`src/rtl/sram_bus_pkg.sv`:
```
`default_nettype none
// ============================================================================
//  Module   : sram_bus_pkg
//  Purpose  : Shared widths, bus encodings and arbiter states for the SRAM bus.
//  Revision : 1.0 - initial release
// ============================================================================
package sram_bus_pkg;

    localparam int          c_ADDR_W   = 19;
    localparam int          c_DATA_W   = 16;
    localparam int          c_BE_W     = 2;
    localparam logic        c_RW_READ  = 1'b1;
    localparam logic        c_RW_WRITE = 1'b0;
    localparam logic [15:0] c_ERR_DATA = 16'hDEAD;

    typedef enum logic [1:0] {
        IDLE  = 2'd0,
        BUSY0 = 2'd1,
        BUSY1 = 2'd2,
        TURN  = 2'd3
    } arb_state_t;

endpackage
`default_nettype wire

```
`src/rtl/sram_bus_arbiter_rr.sv`:
```
`default_nettype none
// ============================================================================
//  Module   : rr_arbiter2
//  Purpose  : Combinational two-request round-robin picker, one-hot result.
//  Revision : 1.0 - initial release
// ============================================================================
module rr_arbiter2
    import sram_bus_pkg::*;
(
    input  logic [1:0] i_req,
    input  logic       i_last_grant,
    output logic [1:0] o_pick
);

    // On a tie the master that was not served last wins.
    always_comb begin
        o_pick = 2'b00;
        case (i_req)
            2'b01:   o_pick = 2'b01;
            2'b10:   o_pick = 2'b10;
            2'b11:   o_pick = i_last_grant ? 2'b01 : 2'b10;
            default: o_pick = 2'b00;
        endcase
    end

endmodule
`default_nettype wire

```
`src/rtl/sram_bus_arbiter.sv`:
```
`default_nettype none
// ============================================================================
//  Module   : sram_bus_arbiter
//  Purpose  : Two-master round-robin arbiter with watchdog in front of the
//             SRAM controller bridge bus.
//  Revision : 1.0 - initial release
// ============================================================================
module sram_bus_arbiter
    import sram_bus_pkg::*;
#(
    parameter int                ADDR_W   = c_ADDR_W,
    parameter int                DATA_W   = c_DATA_W,
    parameter int                BE_W     = c_BE_W,
    parameter int                TIMEOUT  = 255,
    parameter logic [DATA_W-1:0] ERR_DATA = DATA_W'(c_ERR_DATA)
) (
    input  logic              clk_clk,
    input  logic              reset_reset_n,
    input  logic [ADDR_W-1:0] m0_address,
    input  logic              m0_bus_enable,
    input  logic [BE_W-1:0]   m0_byte_enable,
    input  logic              m0_rw,
    input  logic [DATA_W-1:0] m0_write_data,
    output logic              m0_acknowledge,
    output logic [DATA_W-1:0] m0_read_data,
    input  logic [ADDR_W-1:0] m1_address,
    input  logic              m1_bus_enable,
    input  logic [BE_W-1:0]   m1_byte_enable,
    input  logic              m1_rw,
    input  logic [DATA_W-1:0] m1_write_data,
    output logic              m1_acknowledge,
    output logic [DATA_W-1:0] m1_read_data,
    output logic [ADDR_W-1:0] s_address,
    output logic              s_bus_enable,
    output logic [BE_W-1:0]   s_byte_enable,
    output logic              s_rw,
    output logic [DATA_W-1:0] s_write_data,
    input  logic              s_acknowledge,
    input  logic [DATA_W-1:0] s_read_data,
    output logic [1:0]        grant,
    output logic              timeout_err
);

    localparam int               CNT_W     = (TIMEOUT < 2) ? 1 : $clog2(TIMEOUT + 1);
    localparam logic [CNT_W-1:0] c_TIMEOUT = CNT_W'(TIMEOUT);

    arb_state_t        r_state;
    arb_state_t        w_state_nxt;
    logic              r_last_grant;
    logic [CNT_W-1:0]  r_cnt;
    logic [ADDR_W-1:0] r_s_address;
    logic              r_s_bus_enable;
    logic [BE_W-1:0]   r_s_byte_enable;
    logic              r_s_rw;
    logic [DATA_W-1:0] r_s_write_data;
    logic [1:0]        r_grant;
    logic              r_timeout_err;

    logic [1:0]        w_req;
    logic [1:0]        w_pick;
    logic              w_busy;
    logic              w_expired;
    logic              w_done;
    logic              w_err;
    logic [DATA_W-1:0] w_rdata;

    assign w_req = {m1_bus_enable, m0_bus_enable};

    rr_arbiter2 u_rr (
        .i_req        (w_req),
        .i_last_grant (r_last_grant),
        .o_pick       (w_pick)
    );

    // The watchdog fires once the count of BUSY cycles without an acknowledge
    // has reached TIMEOUT; a real acknowledge in that same cycle takes priority.
    assign w_busy    = (r_state == BUSY0) || (r_state == BUSY1);
    assign w_expired = (TIMEOUT != 0) && (r_cnt == c_TIMEOUT);
    assign w_done    = w_busy && (s_acknowledge || w_expired);
    assign w_err     = w_done && !s_acknowledge;
    assign w_rdata   = s_acknowledge ? s_read_data : ERR_DATA;

    always_ff @(posedge clk_clk) begin
        if (!reset_reset_n) begin
            r_state <= IDLE;
        end else begin
            r_state <= w_state_nxt;
        end
    end

    always_comb begin
        w_state_nxt = r_state;
        case (r_state)
            IDLE: begin
                if (w_pick[0]) begin
                    w_state_nxt = BUSY0;
                end else if (w_pick[1]) begin
                    w_state_nxt = BUSY1;
                end
            end
            BUSY0, BUSY1: begin
                if (w_done) begin
                    w_state_nxt = TURN;
                end
            end
            TURN:    w_state_nxt = IDLE;
            default: w_state_nxt = IDLE;
        endcase
    end

    always_ff @(posedge clk_clk) begin
        if (!reset_reset_n) begin
            r_last_grant    <= 1'b1;
            r_cnt           <= '0;
            r_s_address     <= '0;
            r_s_bus_enable  <= 1'b0;
            r_s_byte_enable <= '0;
            r_s_rw          <= 1'b0;
            r_s_write_data  <= '0;
            r_grant         <= 2'b00;
            r_timeout_err   <= 1'b0;
        end else begin
            r_timeout_err <= w_err;
            case (r_state)
                IDLE: begin
                    if (w_pick != 2'b00) begin
                        r_cnt           <= '0;
                        r_grant         <= w_pick;
                        r_s_bus_enable  <= 1'b1;
                        r_s_address     <= w_pick[0] ? m0_address     : m1_address;
                        r_s_byte_enable <= w_pick[0] ? m0_byte_enable : m1_byte_enable;
                        r_s_rw          <= w_pick[0] ? m0_rw          : m1_rw;
                        r_s_write_data  <= w_pick[0] ? m0_write_data  : m1_write_data;
                    end
                end
                BUSY0, BUSY1: begin
                    if (w_done) begin
                        r_last_grant    <= (r_state == BUSY1);
                        r_grant         <= 2'b00;
                        r_s_bus_enable  <= 1'b0;
                        r_s_address     <= '0;
                        r_s_byte_enable <= '0;
                        r_s_rw          <= 1'b0;
                        r_s_write_data  <= '0;
                    end else if (TIMEOUT != 0) begin
                        r_cnt <= r_cnt + CNT_W'(1);
                    end
                end
                default: ;
            endcase
        end
    end

    assign m0_acknowledge = (r_state == BUSY0) && w_done;
    assign m1_acknowledge = (r_state == BUSY1) && w_done;
    assign m0_read_data   = m0_acknowledge ? w_rdata : '0;
    assign m1_read_data   = m1_acknowledge ? w_rdata : '0;

    assign s_address     = r_s_address;
    assign s_bus_enable  = r_s_bus_enable;
    assign s_byte_enable = r_s_byte_enable;
    assign s_rw          = r_s_rw;
    assign s_write_data  = r_s_write_data;
    assign grant         = r_grant;
    assign timeout_err   = r_timeout_err;

endmodule
`default_nettype wire

```
`config.mk`:
```
export PLATFORM = sky130hd
export DESIGN_NAME = sram_bus_arbiter
export DESIGN_NICKNAME = d
export VERILOG_FILES = /design/src/rtl/sram_bus_pkg.sv /design/src/rtl/sram_bus_arbiter_rr.sv /design/src/rtl/sram_bus_arbiter.sv
export SDC_FILE = /design/constraint.sdc
export NUM_CORES = 1
export LEC_CHECK = 0
export BUFFER_PORTS_ARGS = -buffer_cell sky130_fd_sc_hd__buf_4
export CAP_MARGIN = 15
export CORE_UTILIZATION = 44
export CTS_BUF_LIST = sky130_fd_sc_hd__clkbuf_2 sky130_fd_sc_hd__clkbuf_4 sky130_fd_sc_hd__clkbuf_8
export DETAILED_ROUTE_END_ITERATION = 16
export GPL_TIMING_DRIVEN = 0
export PLACE_DENSITY = 0.82
export SETUP_SLACK_MARGIN = 0.05
export SLEW_MARGIN = 5
export SYNTH_ARGS = -nofsm -noshare
export SYNTH_HDL_FRONTEND = slang
export SYNTH_HIERARCHICAL = 1
export SYNTH_SLANG_ARGS = --single-unit
```
`constraint.sdc`:
```
create_clock -name clk_clk -period 3.1 [get_ports clk_clk]
set_input_delay 0.775 -clock clk_clk [delete_from_list [all_inputs] [get_ports clk_clk]]
set_output_delay 0.775 -clock clk_clk [all_outputs]
set_load 0.01 [all_outputs]
```
==> results of run 1 <==
routing by layer:
layer / global-route usage (%) / vias up
met1: 25.4 / 1376
met2: 46.3 / 139
met3: 5.73 / 11
met4: 6.79 / 0
met5: 0 / -
li1: - / 1438
final cells by class:
class	instances	area (sq um)	share of cell area, %
repair buffers	172	1290	30.2
well taps	75	93.8	2.19
plain buffers	24	170	3.98
clock buffers	6	76.3	1.78
multi-input cells	207	1540	36.1
flip-flops and latches	53	1060	24.8
inverters	8	30.0	0.702
clock inverters	2	13.8	0.322
registers in the layout (all words and copies together), names as in the netlist:
register       cells
timeout_err        1
r_last_grant       1
s_rw               1
s_bus_enable       1
s_address         19
s_write_data      16
grant              2
r_cnt              8
s_byte_enable      2
r_state            2
logic make-up (layout without fill, tap and decap cells):
logic type,Yosys count,after routing,share of synthesized area (%)
AOI/OAI and AO/OA,70,70,21.3
adders and majority gates,5,5,2.27
buffers and inverters,32,212,6.93
DFF,53,53,38.4
muxes,40,40,14.5
and+or+nand+nor,92,92,16.6
report_power, final:
| group | internal [mW] | total, mW | switching (mW) |
|---|---|---|---|
| Combinational | 0.888 | 1.80 | 0.911 |
| Sequential | 0.959 | 1.12 | 0.158 |
| Clock | 0.170 | 0.409 | 0.238 |
timing repair:
item,in CTS,in global routing
endpoints found under the setup margin,28,20
setup buffers,1,0
endpoints found under the hold margin,0,0
resized for setup,5,7
pin swaps,1,1
Yosys cell counts (3+ instances only):
master / n
nor2b_1: 11
a21oi_1: 5
o311ai_0: 4
nor2_1: 34
mux2i_1: 39
buf_6: 7
clkbuf_1: 8
a31o_2: 12
nor4_1: 12
inv_1: 8
nand4_1: 3
ha_1: 5
and3_1: 3
nand2_1: 14
buf_2: 5
o2bb2ai_1: 27
nand3_1: 6
buf_4: 3
dfxtp_1: 53
placed cells by master (no fill, tap or decap), drive strengths merged, types with 2 or more instances in the layout:
master / n
o2bb2ai: 27
buf: 186
and3: 3
nor2b: 11
clkbuf: 16
a311oi: 2
nor2: 34
a21oi: 6
o22ai: 2
dfxtp: 53
nor4: 12
nand4: 3
ha: 5
nand2: 14
mux2i: 39
nor3: 2
nand3: 7
o311ai: 4
o211ai: 2
a21boi: 2
and4: 2
and2: 2
o21ai: 4
inv: 9
a31o: 12
a22o: 2
worst max-delay path: stages, from the launching register on:
cell	delay, ps
dfxtp_1	370
inv_1	110
ha_4	320
nand4_1	170
o21ai_4	240
nand2_4	110
clkbuf_4	200
nor2_1	140
buf_4	140
worst min path at each step:
stage	start	depth (start not counted)	slack [ps]	end
floorplan	r_cnt[7]	1	450	r_cnt[7]
global placement	s_bus_enable	1	440	s_bus_enable
detailed placement	s_address[9]	1	450	s_address[9]
CTS	s_bus_enable	1	480	s_bus_enable
global route	s_write_data[14]	1	490	s_write_data[14]
finish	s_bus_enable	1	470	s_bus_enable
==> results.ini, run 1 <==
[run_status]
status=complete, no violations

[critical_path]
start_kind=register
worstPathMaxFanout=10
r2r_cells=7
setup.worst_path.end=m1_read_data[10]
end_kind=primary output
rrSetupSlack_ps=1090
crit_arrival_ps=2130
crit_start=r_state[0]
required_ps=2320
r2r_start=r_last_grant
critPathKind=register to primary output
r2r-end=s_address[12]

[timing]
period_share_pct=93.6
period_needed_ps=2900
rsz0062_at_grt=no
worst_pin_slew_ps=734
finClkSkew_ps=6.22
worst_slack_ps=198
setup_tns_ps=0
relSlewSlack_pct=51.1
slew_violations=0
finalSetupViolCount=0
fmax_mhz=345
hold_violations=0
whs_ps=470

[routing]
num_vias=2964
drc=0
dr.max_layer_used=met4
routed_wl_mm=8.32
met1Wirelength_mm=3.20
viasPerCell=5.42
dr_wl_met3_um=687
wl_per_cell_um=15.2
dr.pass1.iters=4
dr.first_iter.drc_count=84
antenna_left=0
wl_met2_mm=4.33

[cts]
clkSlewWorstSetupHoldPaths_ps=100
clk_latency_ps=310
h-tree-depth=2
hold_buffers=0
root_buffer=clkbuf_8
clk_path_buf_depth=2
cts_made_buffers=5
clock_sinks=53
tritoncts=built

[synthesis]
synth.largest_area_cell=dfxtp_1
seq_area_frac_synth_pct=38.4
ys_ff_latch=53
synthFlopType=dfxtp_1
synthTopCellsByArea=dfxtp_1 (38%), mux2i_1 (14%), o2bb2ai_1 (8.6%), nor2_1 (4.6%), a31o_2 (3.8%)
avgSynthCellArea_sq_um=9.46
synth_top_area_share_pct=38.4
syn_nets=394
synth_async_sr_flop_share_pct=0
yosysUniqueCellTypes=43
yosysWarningCount=6
synth_edf_count=0
synth_area_sq_um=2760
synthCells=292

[pwr]
leakagePower_nw=2.10
irDropWorstVdd_uv=433
fin_total_pwr_mw=3.32
cellPowerDensity_nw_per_um2=776

[global_routing]
grt.total_usage_pct=24.0
antenna_found_initial=0
grt_pass1_vias=2674
grt_overflow_total=0
grt_pass1_wl_mm=12.1
grt_max_degree=17

[placed_design]
pre_cts_ws_ps=-23.0
dp_hpwl_mm=6.53
dpl_cell_area_sq_um=4140
gp_congestion=0.889
place.port_buffers=171
place_inst=538

[cells_and_area]
fin_nets=573
diodes=0
fillers=498
syn2layout_area_growth_pct=55.0
fin_area_sq_um=4280
fin_cells=547
fin_util_pct=71.4
drive_gt1_share_pct=46.2

[run]
max_cap_viol_count=0

[die]
start_util_pct=46.1
coreArea_sq_um=5990
die_h_um=81.2
pin_count=173
dieArea_sq_um=6600
rows=28
die_x_um=81.2

[min_path]
min_path_type=register to register

(Power assumes the default switching activity.)
==> run 2, diff against run 1 <==
CORE_UTILIZATION = 40   (was 44)
PLACE_DENSITY = 0.79   (was 0.82)
clock period = 2.37 ns   (was 3.1 ns; I/O delays follow)
==> results.ini, run 2 (same netlist as run 1, synthesis figures left out) <==
[cells_and_area]
multi_input_area_sq_um=1720
diodes=0
final_common_cell=buf_4
final_cell_mix=buf_4 (175), dfxtp_1 (49), mux2i_1 (39), o2bb2ai_1 (27), buf_6 (25)
fillers=485
fin_nets=590
largest_reg_flops=19
drive_gt1_share_pct=55.8
syn2layout_area_growth_pct=70.3
ff_latch_area_sq_um=1070

[pwr]
p_sw_mw=1.79
pwr-share-clk_pct=12.5
leakagePower_nw=2.23
cellPowerDensity_nw_per_um2=976
internal-power_mw=2.80
irDropWorstVdd_uv=552
p_comb_share_pct=55.5
p_sw_share_pct=39.1
p_seq_share_pct=32.0
fin_total_pwr_mw=4.59

[timing]
period_needed_ps=2550
period_share_pct=107
worst_pin_slew_ps=721
slew_violations=0
relSlewSlack_pct=52.0
worst_slack_ps=-175
hold_violations=0
rsz0062_at_grt=yes
finalSetupViolCount=34
fmax_mhz=393
setup_tns_ps=-4180
finClkSkew_ps=5.99

[routing]
antenna_left=0
viasPerCell=5.44
routed_wl_mm=9.21
dr.pass1.iters=4
drc=0
num_vias=3078
dr.first_iter.drc_count=177
wl_per_cell_um=16.3

[global_routing]
grt_pass1_wl_mm=14.0
grt.total_usage_pct=24.1
grt_overflow_total=0
antenna_found_initial=0
grt_pass1_vias=2966
grt_max_degree=17

[die]
rows=29
dieArea_sq_um=7240
die_h_um=85.1
die_x_um=85.1
start_util_pct=42.5
pin_count=173
coreArea_sq_um=6490

[cts]
tritoncts=built
clk_latency_ps=310
clkSlewWorstSetupHoldPaths_ps=100
clock_sinks=53
cts_made_buffers=5
root_buffer=clkbuf_8
h-tree-depth=2
clk_path_buf_depth=2

[critical_path]
required_ps=1780
critPathKind=register to primary output
start_kind=register
crit_arrival_ps=1950
worstPathMaxFanout=8
end_kind=primary output

[run_status]
status=finished with violations
violations=negative setup slack

[placed_design]
gp_congestion=0.804
dp_hpwl_mm=6.52
place.port_buffers=171

[run]
max_cap_viol_count=0

[min_path]
min_path_type=register to register

[run 2: cell type report]
type | count | area share, %
clock inverters | 1 | 0.186
flip-flops and latches | 53 | 22.7
inverters | 8 | 0.638
clock buffers | 7 | 2.05
well taps | 77 | 2.05
multi-input cells | 207 | 36.5
plain buffers | 23 | 3.88
repair buffers | 190 | 32.0
[run 2: metrics by stage]
stage,area [sq um],setup slack [ps],hold slack [ps],instances,util [%]
6_report,4700,-175,463,566,72.4
4_1_cts,4570,-123,466,571,70.3
5_1_grt,4700,-245,488,566,72.4
3_3_place_gp,4140,-387,436,540,63.8
3_5_place_dp,4140,-432,443,540,63.8
2_1_floorplan,2760,24.8,453,292,-
[run 2: timing repair]
| item | CTS | global route |
|---|---|---|
| cloned | 1 | 0 |
| pin swaps | 21 | 5 |
| setup buffers | 22 | 0 |
| gates resized for setup | 47 | 44 |
| hold buffers | 0 | 0 |
| setup endpoints to repair | 34 | 35 |
[run 2: worst max-delay path, cell delays in order (launching register included)]
cell and delay, ps:
dfxtp_2 350, inv_2 50, ha_4 280, nand4_1 160, o21ai_4 290, nand2_4 140, buf_6 160, nor2_2 90
buf_4 130
[run 2: layer usage]
| layer | routed length (um) | track usage (%) | part of all wire [%] |
|---|---|---|---|
| met1 | 3750 | 28.1 | 41 |
| met3 | 632 | 4.57 | 6.9 |
| met4 | 158 | 8.78 | 1.7 |
| met5 | 0 | 0 | 0 |
| met2 | 4670 | 43.6 | 51 |
[run 2: final timing paths]
| kind | from | to | slack [ps] | cells past startpoint |
|---|---|---|---|---|
| setup reg to reg | r_state[1] | timeout_err | 220 | 12 |
| setup / recovery | r_state[1] | m1_read_data[0] | -180 | 8 |
| hold reg to reg | s_bus_enable | s_bus_enable | 460 | 1 |
| hold / removal | s_bus_enable | s_bus_enable | 460 | 1 |
[run 2: power by group through the flow]
| stage | Combinational, mW | Sequential [mW] | Clock (mW) |
|---|---|---|---|
| finish | 2.55 | 1.47 | 0.573 |
| global route | 2.72 | 1.51 | 0.609 |
| CTS | 2.47 | 1.46 | 0.581 |
| detailed placement | 2.27 | 1.47 | 0 |
| global placement | 2.23 | 1.47 | 0 |
| floorplan | 1.12 | 1.61 | 0 |
==> run 3, diff against run 2 <==
--- a/config.mk
+++ b/config.mk
@@ -11,4 +11,5 @@
 export CTS_BUF_LIST = sky130_fd_sc_hd__clkbuf_2 sky130_fd_sc_hd__clkbuf_4 sky130_fd_sc_hd__clkbuf_8
 export DETAILED_ROUTE_END_ITERATION = 16
+export GPL_ROUTABILITY_DRIVEN = 0
 export GPL_TIMING_DRIVEN = 0
 export PLACE_DENSITY = 0.79
==> constraint.sdc (replaced) <==
create_clock -name clk_clk -period 2.37 [get_ports clk_clk]
set_input_delay 0.5925 -clock clk_clk [delete_from_list [all_inputs] [get_ports clk_clk]]
set_output_delay 0.5925 -clock clk_clk [all_outputs]
set_load 0.02 [all_outputs]
==> results.ini, run 3 (same netlist as run 1, synthesis figures left out) <==
[critical_path]
worstPathMaxFanout=7
end_kind=primary output
start_kind=register
max_stage_delay_ps=350
critPathKind=register to primary output
path_buf_inv=3
path_cells=inv_2 > ha_4 > nand4_1 > o21ai_4 > nand2_4 > buf_12 > nor2_4 > buf_6
crit_arrival_ps=1930
cpMaxStageDelayCell=dfxtp_2
rrSetupSlack_ps=350
required_ps=1780
cpLargestDelayFamily=simple AND/OR/NAND/NOR gates

[timing]
slew_violations=0
period_share_pct=107
fmax_mhz=396
worst_slack_ps=-156
period_needed_ps=2530
worst_pin_slew_ps=721
hold_violations=0
relSlewSlack_pct=52.0
rsz0062_at_grt=yes
finalSetupViolCount=34
finClkSkew_ps=6.45

[global_routing]
antenna_found_initial=0
grt.total_usage_pct=24.5
grt_pass1_vias=3089
met1_usage_pct=27.6
grt_busiest_layer=met2
grt_pass1_wl_mm=14.4
grtUsageMet3_pct=4.77
met2_usage_pct=47.1
grt_max_degree=17
grt_overflow_total=0

[run]
max_cap_viol_count=0

[die]
rows=29
dieArea_sq_um=7240
die_x_um=85.1
pin_count=173
start_util_pct=42.5
die_h_um=85.1
coreArea_sq_um=6490

[routing]
viasPerCell=5.38
routed_wl_mm=9.18
drc=0
dr.pass1.iters=4
num_vias=3029
antenna_left=0
wl_per_cell_um=16.3
dr.first_iter.drc_count=69

[pwr]
cellPowerDensity_nw_per_um2=1010
irDropWorstVdd_uv=632
fin_total_pwr_mw=4.92
leakagePower_nw=2.24

[cells_and_area]
final_common_cell=buf_4
largest_reg_flops=19
diodes=0
drive_gt1_share_pct=57.2
fillers=459
fin_nets=587
fin_cells=563
syn2layout_area_growth_pct=75.9
final_cell_mix=buf_4 (152), dfxtp_1 (49), buf_6 (41), mux2i_1 (39), nor2_4 (31)

[placed_design]
place_inst=540
pre_cts_ws_ps=-250
dp_hpwl_mm=6.56
place.port_buffers=171

[cts]
clk_path_buf_depth=2
cts_made_buffers=5
h-tree-depth=2
clkSlewWorstSetupHoldPaths_ps=100
tritoncts=built
clock_sinks=53
clk_latency_ps=310
root_buffer=clkbuf_8
hold_buffers=0

[run_status]
violations=negative setup slack
status=finished with violations

[min_path]
min_path_type=register to register

[run 3: changes by cell type in the layout (fill, tap and decap cells not counted), moves of 2 or more]
cell,change
nor2b_2,+4
nor2b_1,-4
buf_4,-23
inv_1,-2
nor2_1,-4
nor2_2,-12
clkbuf_8,-2
nor2_4,+16
buf_12,+2
buf_6,+16
[run 3: metal layers]
metal  part of all wire, %  up-vias
met5                     0        -
met3                   6.4       13
met2                    53      125
li1                      -     1470
met4                   1.7        0
met1                    39     1421
[run 3: stage by stage]
stage          instance area, sq um  utilization (%)  hold WS, ps  setup TNS [ps]
2_1_floorplan                  2930                -          453               0
3_3_place_gp                   4310             66.3          437           -4380
3_5_place_dp                   4310             66.3          448           -5420
4_1_cts                        4790             73.8          475           -3080
5_1_grt                        4860             74.8          492           -7900
6_report                       4860             74.8          472           -4410
[run 3: timing repair]
action | 4_1_cts | 5_1_grt
buffers inserted | 10 | 3
gates resized for setup | 77 | 13
pin swaps | 23 | 2
setup endpoints to repair | 34 | 34
gates cloned | 2 | 0
[run 3: report_power, final]
part / internal (mW) / switching (mW) / leakage (nW)
clock: 0.223 / 0.300 / 0.0490
sequential: 1.26 / 0.207 / 0.436
combinational: 1.34 / 1.59 / 1.76
[run 3: worst paths after layout]
kind,startpoint,end,cells after the start
max reg2reg,r_last_grant,s_address[13],7
min reg2reg,s_write_data[4],s_write_data[4],1
min,s_write_data[4],s_write_data[4],1
max,r_state[0],m1_read_data[3],8
[run 3: cell type report]
class | instances | area, sq um | share of cell area [%]
buffer | 24 | 205 | 4.22
timing repair buffer | 186 | 1570 | 32.4
sequential | 53 | 1070 | 21.9
clock inverter | 2 | 13.8 | 0.283
tap | 77 | 96.3 | 1.98
inverter | 8 | 35.0 | 0.721
multi-input combinational | 207 | 1790 | 36.9
clock buffer | 6 | 76.3 | 1.57
